### src/rtl/ast_rl_sink_buffer.sv
// rtl/ast_rl_sink_buffer.sv - Avalon-ST sink buffer converting readyLatency N upstream to readyLatency 0 downstream
//
// Purpose:
//   Sits directly downstream of a FIFO streaming source that uses readyLatency
//   READY_LATENCY. A beat may arrive up to READY_LATENCY cycles after ready was
//   given. This block absorbs those in-flight beats in a small first-word-fall-through
//   buffer and re-presents them with plain valid/ready (latency 0) semantics.
//
// Ports:
//   clk          rising-edge clock
//   rst          asynchronous active-high reset
//   snk_valid    upstream beat valid
//   snk_data     upstream beat data [WIDTH-1:0]
//   snk_ready    upstream ready (a beat may follow READY_LATENCY cycles later)
//   src_valid    buffer non-empty
//   src_data     head-of-buffer data [WIDTH-1:0]
//   src_ready    downstream accept, latency 0
//   err_overrun  sticky flag: a beat arrived without a matching ready grant
//   beat_cnt     (AST_RL_SINK_STATS_EN only) accepted-beat counter, wraps
//   drop_cnt     (AST_RL_SINK_STATS_EN only) dropped-beat counter, wraps
//
// Optional feature macro: AST_RL_SINK_STATS_EN

module ast_rl_sink_buffer #(
    parameter int DATABITS_PER_SYMBOL = 8,
    parameter int SYMBOLS_PER_BEAT    = 4,
    parameter int READY_LATENCY       = 2,
    parameter int BUF_DEPTH           = 4
) (
    input  logic                                          clk,
    input  logic                                          rst,
    input  logic                                          snk_valid,
    input  logic [DATABITS_PER_SYMBOL*SYMBOLS_PER_BEAT-1:0] snk_data,
    output logic                                          snk_ready,
    output logic                                          src_valid,
    output logic [DATABITS_PER_SYMBOL*SYMBOLS_PER_BEAT-1:0] src_data,
    input  logic                                          src_ready,
    output logic                                          err_overrun
`ifdef AST_RL_SINK_STATS_EN
    ,
    output logic [15:0]                                   beat_cnt,
    output logic [7:0]                                    drop_cnt
`endif
);

    localparam int WIDTH = DATABITS_PER_SYMBOL * SYMBOLS_PER_BEAT;
    localparam int PW    = (BUF_DEPTH > 1) ? $clog2(BUF_DEPTH) : 1;
    localparam int OW    = $clog2(BUF_DEPTH + 1);
    localparam int HW    = (READY_LATENCY > 0) ? READY_LATENCY : 1;

    logic [WIDTH-1:0] mem [BUF_DEPTH];
    logic [PW-1:0]    wr_ptr;
    logic [PW-1:0]    rd_ptr;
    logic [OW-1:0]    occ;
    logic [HW-1:0]    hist;     // hist[0] = ready one cycle ago, hist[HW-1] = ready READY_LATENCY cycles ago
    logic             live;     // holds snk_ready low until the first edge after reset release
    logic [3:0]       pend;
    logic             grant;
    logic             full;
    logic             push;
    logic             drop;
    logic             pop;

    // Outstanding reservations: every ready still inside the latency window may
    // still deliver a beat, so it is counted against buffer space.
    always_comb begin
        pend = '0;
        for (int i = 0; i < READY_LATENCY; i++) begin
            pend = pend + {3'b000, hist[i]};
        end
    end

    // Purely register-decoded; pops in the current cycle are not credited so
    // there is no input-to-snk_ready path.
    assign snk_ready = live && ((8'(occ) + 8'(pend)) < 8'(BUF_DEPTH));

    generate
        if (READY_LATENCY == 0) begin : g_rl0
            assign grant = snk_ready;
            always_ff @(posedge clk or posedge rst) begin
                if (rst) begin
                    hist <= '0;
                end else begin
                    hist <= '0;
                end
            end
        end else if (READY_LATENCY == 1) begin : g_rl1
            assign grant = hist[0];
            always_ff @(posedge clk or posedge rst) begin
                if (rst) begin
                    hist <= '0;
                end else begin
                    hist <= snk_ready;
                end
            end
        end else begin : g_rln
            assign grant = hist[HW-1];
            always_ff @(posedge clk or posedge rst) begin
                if (rst) begin
                    hist <= '0;
                end else begin
                    hist <= {hist[HW-2:0], snk_ready};
                end
            end
        end
    endgenerate

    assign full      = (occ == OW'(BUF_DEPTH));
    assign src_valid = (occ != '0);
    assign src_data  = mem[rd_ptr];
    assign pop       = src_valid & src_ready;
    // The full check is a backstop: with honest credits a granted beat always
    // fits, so a beat hitting a full buffer is by definition a violation and is
    // dropped even if a pop frees a slot this same cycle.
    assign push      = snk_valid & grant & ~full;
    assign drop      = snk_valid & ~push;

    always_ff @(posedge clk or posedge rst) begin
        if (rst) begin
            live <= 1'b0;
        end else begin
            live <= 1'b1;
        end
    end

    always_ff @(posedge clk or posedge rst) begin
        if (rst) begin
            for (int i = 0; i < BUF_DEPTH; i++) begin
                mem[i] <= '0;
            end
        end else if (push) begin
            mem[wr_ptr] <= snk_data;
        end
    end

    // Explicit wrap so non-power-of-two depths work.
    always_ff @(posedge clk or posedge rst) begin
        if (rst) begin
            wr_ptr <= '0;
            rd_ptr <= '0;
        end else begin
            if (push) begin
                wr_ptr <= (wr_ptr == PW'(BUF_DEPTH - 1)) ? '0 : wr_ptr + 1'b1;
            end
            if (pop) begin
                rd_ptr <= (rd_ptr == PW'(BUF_DEPTH - 1)) ? '0 : rd_ptr + 1'b1;
            end
        end
    end

    always_ff @(posedge clk or posedge rst) begin
        if (rst) begin
            occ <= '0;
        end else begin
            case ({push, pop})
                2'b10:   occ <= occ + 1'b1;
                2'b01:   occ <= occ - 1'b1;
                default: occ <= occ;
            endcase
        end
    end

    always_ff @(posedge clk or posedge rst) begin
        if (rst) begin
            err_overrun <= 1'b0;
        end else if (drop) begin
            err_overrun <= 1'b1;
        end
    end

`ifdef AST_RL_SINK_STATS_EN
    always_ff @(posedge clk or posedge rst) begin
        if (rst) begin
            beat_cnt <= '0;
            drop_cnt <= '0;
        end else begin
            if (push) begin
                beat_cnt <= beat_cnt + 16'd1;
            end
            if (drop) begin
                drop_cnt <= drop_cnt + 8'd1;
            end
        end
    end
`endif

endmodule

### config.mk
export PLATFORM = sky130hd
export DESIGN_NAME = ast_rl_sink_buffer
export DESIGN_NICKNAME = d
export VERILOG_FILES = /design/src/rtl/ast_rl_sink_buffer.sv
export SDC_FILE = /design/constraint.sdc
export NUM_CORES = 1
export LEC_CHECK = 0
export CAP_MARGIN = 20
export CORE_UTILIZATION = 50
export DETAILED_ROUTE_END_ITERATION = 10
export DONT_BUFFER_PORTS = 1
export GPL_ROUTABILITY_DRIVEN = 0
export HOLD_SLACK_MARGIN = 0.05
export REMOVE_ABC_BUFFERS = 1
export SYNTH_ARGS = -nofsm -noshare
export SYNTH_HDL_FRONTEND = slang
export SYNTH_SLANG_ARGS = --single-unit
### constraint.sdc
create_clock -name clk -period 6.65 [get_ports clk]
set_clock_uncertainty 0.2 [all_clocks]
set_input_delay 1.33 -clock clk [delete_from_list [all_inputs] [get_ports clk]]
set_output_delay 1.33 -clock clk [all_outputs]
set_load 0.02 [all_outputs]
==> summary.json <==
{
  "outcome": {
    "outcome": "finished, final reports clean"
  },
  "final_layout": {
    "post_route_cells_drive_above_1_share_pct": 55.03,
    "finish.utilization_pct": 56.99,
    "antenna-diode-count": 0,
    "mostFrequentLayoutCells": "sky130_fd_sc_hd__dfrtp_1, sky130_fd_sc_hd__mux2_2, sky130_fd_sc_hd__mux4_2",
    "fin_nets": 410,
    "area_delta_synth_final_pct": 11.15,
    "most_common_library_cell_in_the_layout_ignoring_fill_and_taps": "sky130_fd_sc_hd__dfrtp_1",
    "fillCellCount": 943
  },
  "floorplan": {
    "floorplan.die_area_um2": 12760,
    "number_of_top_level_pins": 71,
    "core_um2": 12010,
    "start_util_pct": 51.27,
    "fp.dieW_um": 113.0,
    "floorplan.die.height_um": 113.0,
    "placement_rows": 40
  },
  "setup_path": {
    "critical_path.slowest_cell": "sky130_fd_sc_hd__mux4_2",
    "worstPathRequired_ns": 5.12,
    "cp_slowest_stage_delay_ns": 0.68,
    "worstPathCellList": "buf_4 -> mux4_2",
    "critical_path_peak_fanout": 26,
    "criticalPathCategory": "flop to primary output",
    "cp_data_arrival_time_ns": 2.16,
    "crit_path_end_kind": "primary output",
    "worst_setup_path_start_kind": "flop"
  },
  "global_routing": {
    "use_met2_pct": 31.48,
    "grt_start_max_net_pins": 79,
    "globalRouteTotalUtil_pct": 19.38,
    "grt_antenna_before_repair": 0,
    "grt_use_met3_pct": 6.213,
    "grt_pass1_vias": 3419,
    "busiest_layer": "met2",
    "grt_overflow_total": 0,
    "grt_pass1_wl_um": 18150,
    "met1_usage_pct": 23.91
  },
  "clock_tree": {
    "tritoncts_clock_tree": "yes",
    "maximum_buffer_depth_of_the_clock_tree": 2,
    "cts_setup_buffers": 0,
    "clock_insertion_delay_worst_skew_ns": 0.41,
    "hold_fix_buffers_at_cts": 0,
    "cts_inserted_buffers": 17,
    "cts.reportedPaths.clkPinSlew_ns": 0.05,
    "cts_root_buf": "sky130_fd_sc_hd__clkbuf_16",
    "postCtsResizedCells": 0,
    "cts.sink_count": 139,
    "h-tree-depth": 4
  },
  "detailed_routing": {
    "first_iter_violations": 93,
    "drt.antenna.violating_nets": 0,
    "drt_pass1_iterations": 4,
    "wirelength_um": 10990,
    "drc": 0,
    "dr_total_vias": 3073,
    "via_per_inst": 5.853,
    "avgRoutedWirePerCell_um": 20.94
  },
  "sta": {
    "final_period_minus_worst_setup_slack_ns": 3.692,
    "timing_worst_slew_pin_value_ns": 0.9162,
    "timing.slew.headroom_pct": 38.92,
    "post-route-period-util_pct": 55.52,
    "rsz0062_at_grt": "no",
    "fmax_mhz": 270.9,
    "timing.hold.ws_ns": 0.1789,
    "setup_viol": 0,
    "fin_tns_setup_ns": 0,
    "timing_max_transition_violations_final": 0,
    "timing.final.hold_violations": 0
  },
  "synthesis": {
    "ys_top_cells_by_area": "sky130_fd_sc_hd__dfrtp_1, sky130_fd_sc_hd__mux2_2, sky130_fd_sc_hd__mux4_2, sky130_fd_sc_hd__buf_6, sky130_fd_sc_hd__ha_1",
    "netlist_instances": 360,
    "seq_total_area_yosys_pct": 56.48,
    "synth_area_leader_cell": "sky130_fd_sc_hd__dfrtp_1",
    "yosysWarnings": 0,
    "avgSynthCellArea_um2": 17.11,
    "ys_ff_latch": 139,
    "syn_area_um2": 6158,
    "synth_top_area_share_pct": 56.48,
    "synth_cell_type_count": 22
  },
  "pwr": {
    "power.ir.vdd_worst_mv": 0.2077,
    "design_power_total_w": 0.003627,
    "pwr_density_cell_nw_per_um2": 529.9,
    "cellLeakagePower_nw": 3.026
  },
  "placed_design": {
    "numPortBuffers": 0,
    "dp.final_hpwl_um": 6843
  },
  "flow_run": {
    "maxCapViolations": 0
  },
  "hold_path": {
    "timing.hold.worst.class": "flop to flop"
  }
}
## synthesized netlist by cell type
| master | number |
|---|---|
| sky130_fd_sc_hd__nand2_1 | 2 |
| sky130_fd_sc_hd__o211a_1 | 1 |
| sky130_fd_sc_hd__or3_2 | 1 |
| sky130_fd_sc_hd__nor2_1 | 3 |
| sky130_fd_sc_hd__dfrtp_1 | 139 |
| sky130_fd_sc_hd__mux2_2 | 131 |
| sky130_fd_sc_hd__nor4_1 | 1 |
| sky130_fd_sc_hd__conb_1 | 1 |
| sky130_fd_sc_hd__mux2i_1 | 1 |
| sky130_fd_sc_hd__a21o_1 | 2 |
| sky130_fd_sc_hd__xor2_1 | 1 |
| sky130_fd_sc_hd__fa_1 | 1 |
| sky130_fd_sc_hd__nor3b_4 | 1 |
| sky130_fd_sc_hd__nor3b_2 | 4 |
| sky130_fd_sc_hd__clkbuf_1 | 3 |
| sky130_fd_sc_hd__buf_2 | 5 |
| sky130_fd_sc_hd__inv_1 | 9 |
| sky130_fd_sc_hd__xnor2_1 | 2 |
| sky130_fd_sc_hd__ha_1 | 7 |
| sky130_fd_sc_hd__buf_6 | 12 |
| sky130_fd_sc_hd__mux4_2 | 32 |
| sky130_fd_sc_hd__a21oi_1 | 1 |
## state kept, by name, summed over array words and instances (netlist names)
signal,cells
occ,3
wr_ptr,2
hist,2
err_overrun,1
live,1
rd_ptr,2
mem,128
## through the flow
stage               instance area, um2  setup WS (ns)  instances
global placement                  6248          3.087        493
global route                      6845          2.791        525
floorplan                         5987          1.395        340
detailed placement                6248          3.053        493
finish                            6845          2.958        525
CTS                               6818          2.853        524
## power by group
group | internal (W) | switching (W) | total (W)
Clock | 0.000574 | 0.000329 | 0.000903
Sequential | 0.00124 | 0.000254 | 0.00149
Combinational | 0.000660 | 0.000572 | 0.00123
Total | 0.00247 | 0.00115 | 0.00363
## per-layer routing
layer,vias to the layer above,routed length (um)
li1,1337,-
met1,1657,4618
met2,63,5552
met3,16,614
met4,0,205
met5,-,0
## cell type report
class | instances | area [um2] | share of cell area [%]
Tap cell | 147 | 183.9 | 2.687
Clock inverter | 9 | 95.09 | 1.389
Multi-Input combinational cell | 192 | 2500 | 36.52
Inverter | 9 | 38.79 | 0.5666
Sequential cell | 139 | 3481 | 50.85
Clock buffer | 22 | 474.2 | 6.927
Timing Repair Buffer | 7 | 72.57 | 1.060
## worst max-delay path, delay by kind of cell, from the launching register on
kind / cells / cell delay [ns]
buffers and inverters: 1 / 0.52
flip-flops: 1 / 0.53
multiplexers: 1 / 0.68
## path summary, 6_finish.rpt
kind / from / to / slack [ns] / cells after the start
min in group asynchronous: rst / mem[106]$_DFFE_PP0P_ / 0.64 / 1
max in group asynchronous: rst / rd_ptr[1]$_DFFE_PP0P_ / 4.59 / 3
worst max register to register: hist[1]$_DFF_PP0_ / mem[117]$_DFFE_PP0P_ / 4.08 / 4
worst max-delay path: rd_ptr[0]$_DFFE_PP0P_ / src_data[30] / 2.96 / 2
worst min register to register: hist[0]$_DFF_PP0_ / hist[1]$_DFF_PP0_ / 0.18 / 0
worst min-delay path: hist[0]$_DFF_PP0_ / hist[1]$_DFF_PP0_ / 0.18 / 0
## kinds of logic after synthesis
kind of cell	share of synthesized area [%]
fa+ha+maj	1.747
mux	35.82
xor+xnor	0.4267
buf+inv	3.332
simple gates	1.646
compound gates	0.4875
other cells	0.06089
flops	56.48
No activity file was read; power rests on OpenSTA's default activity.
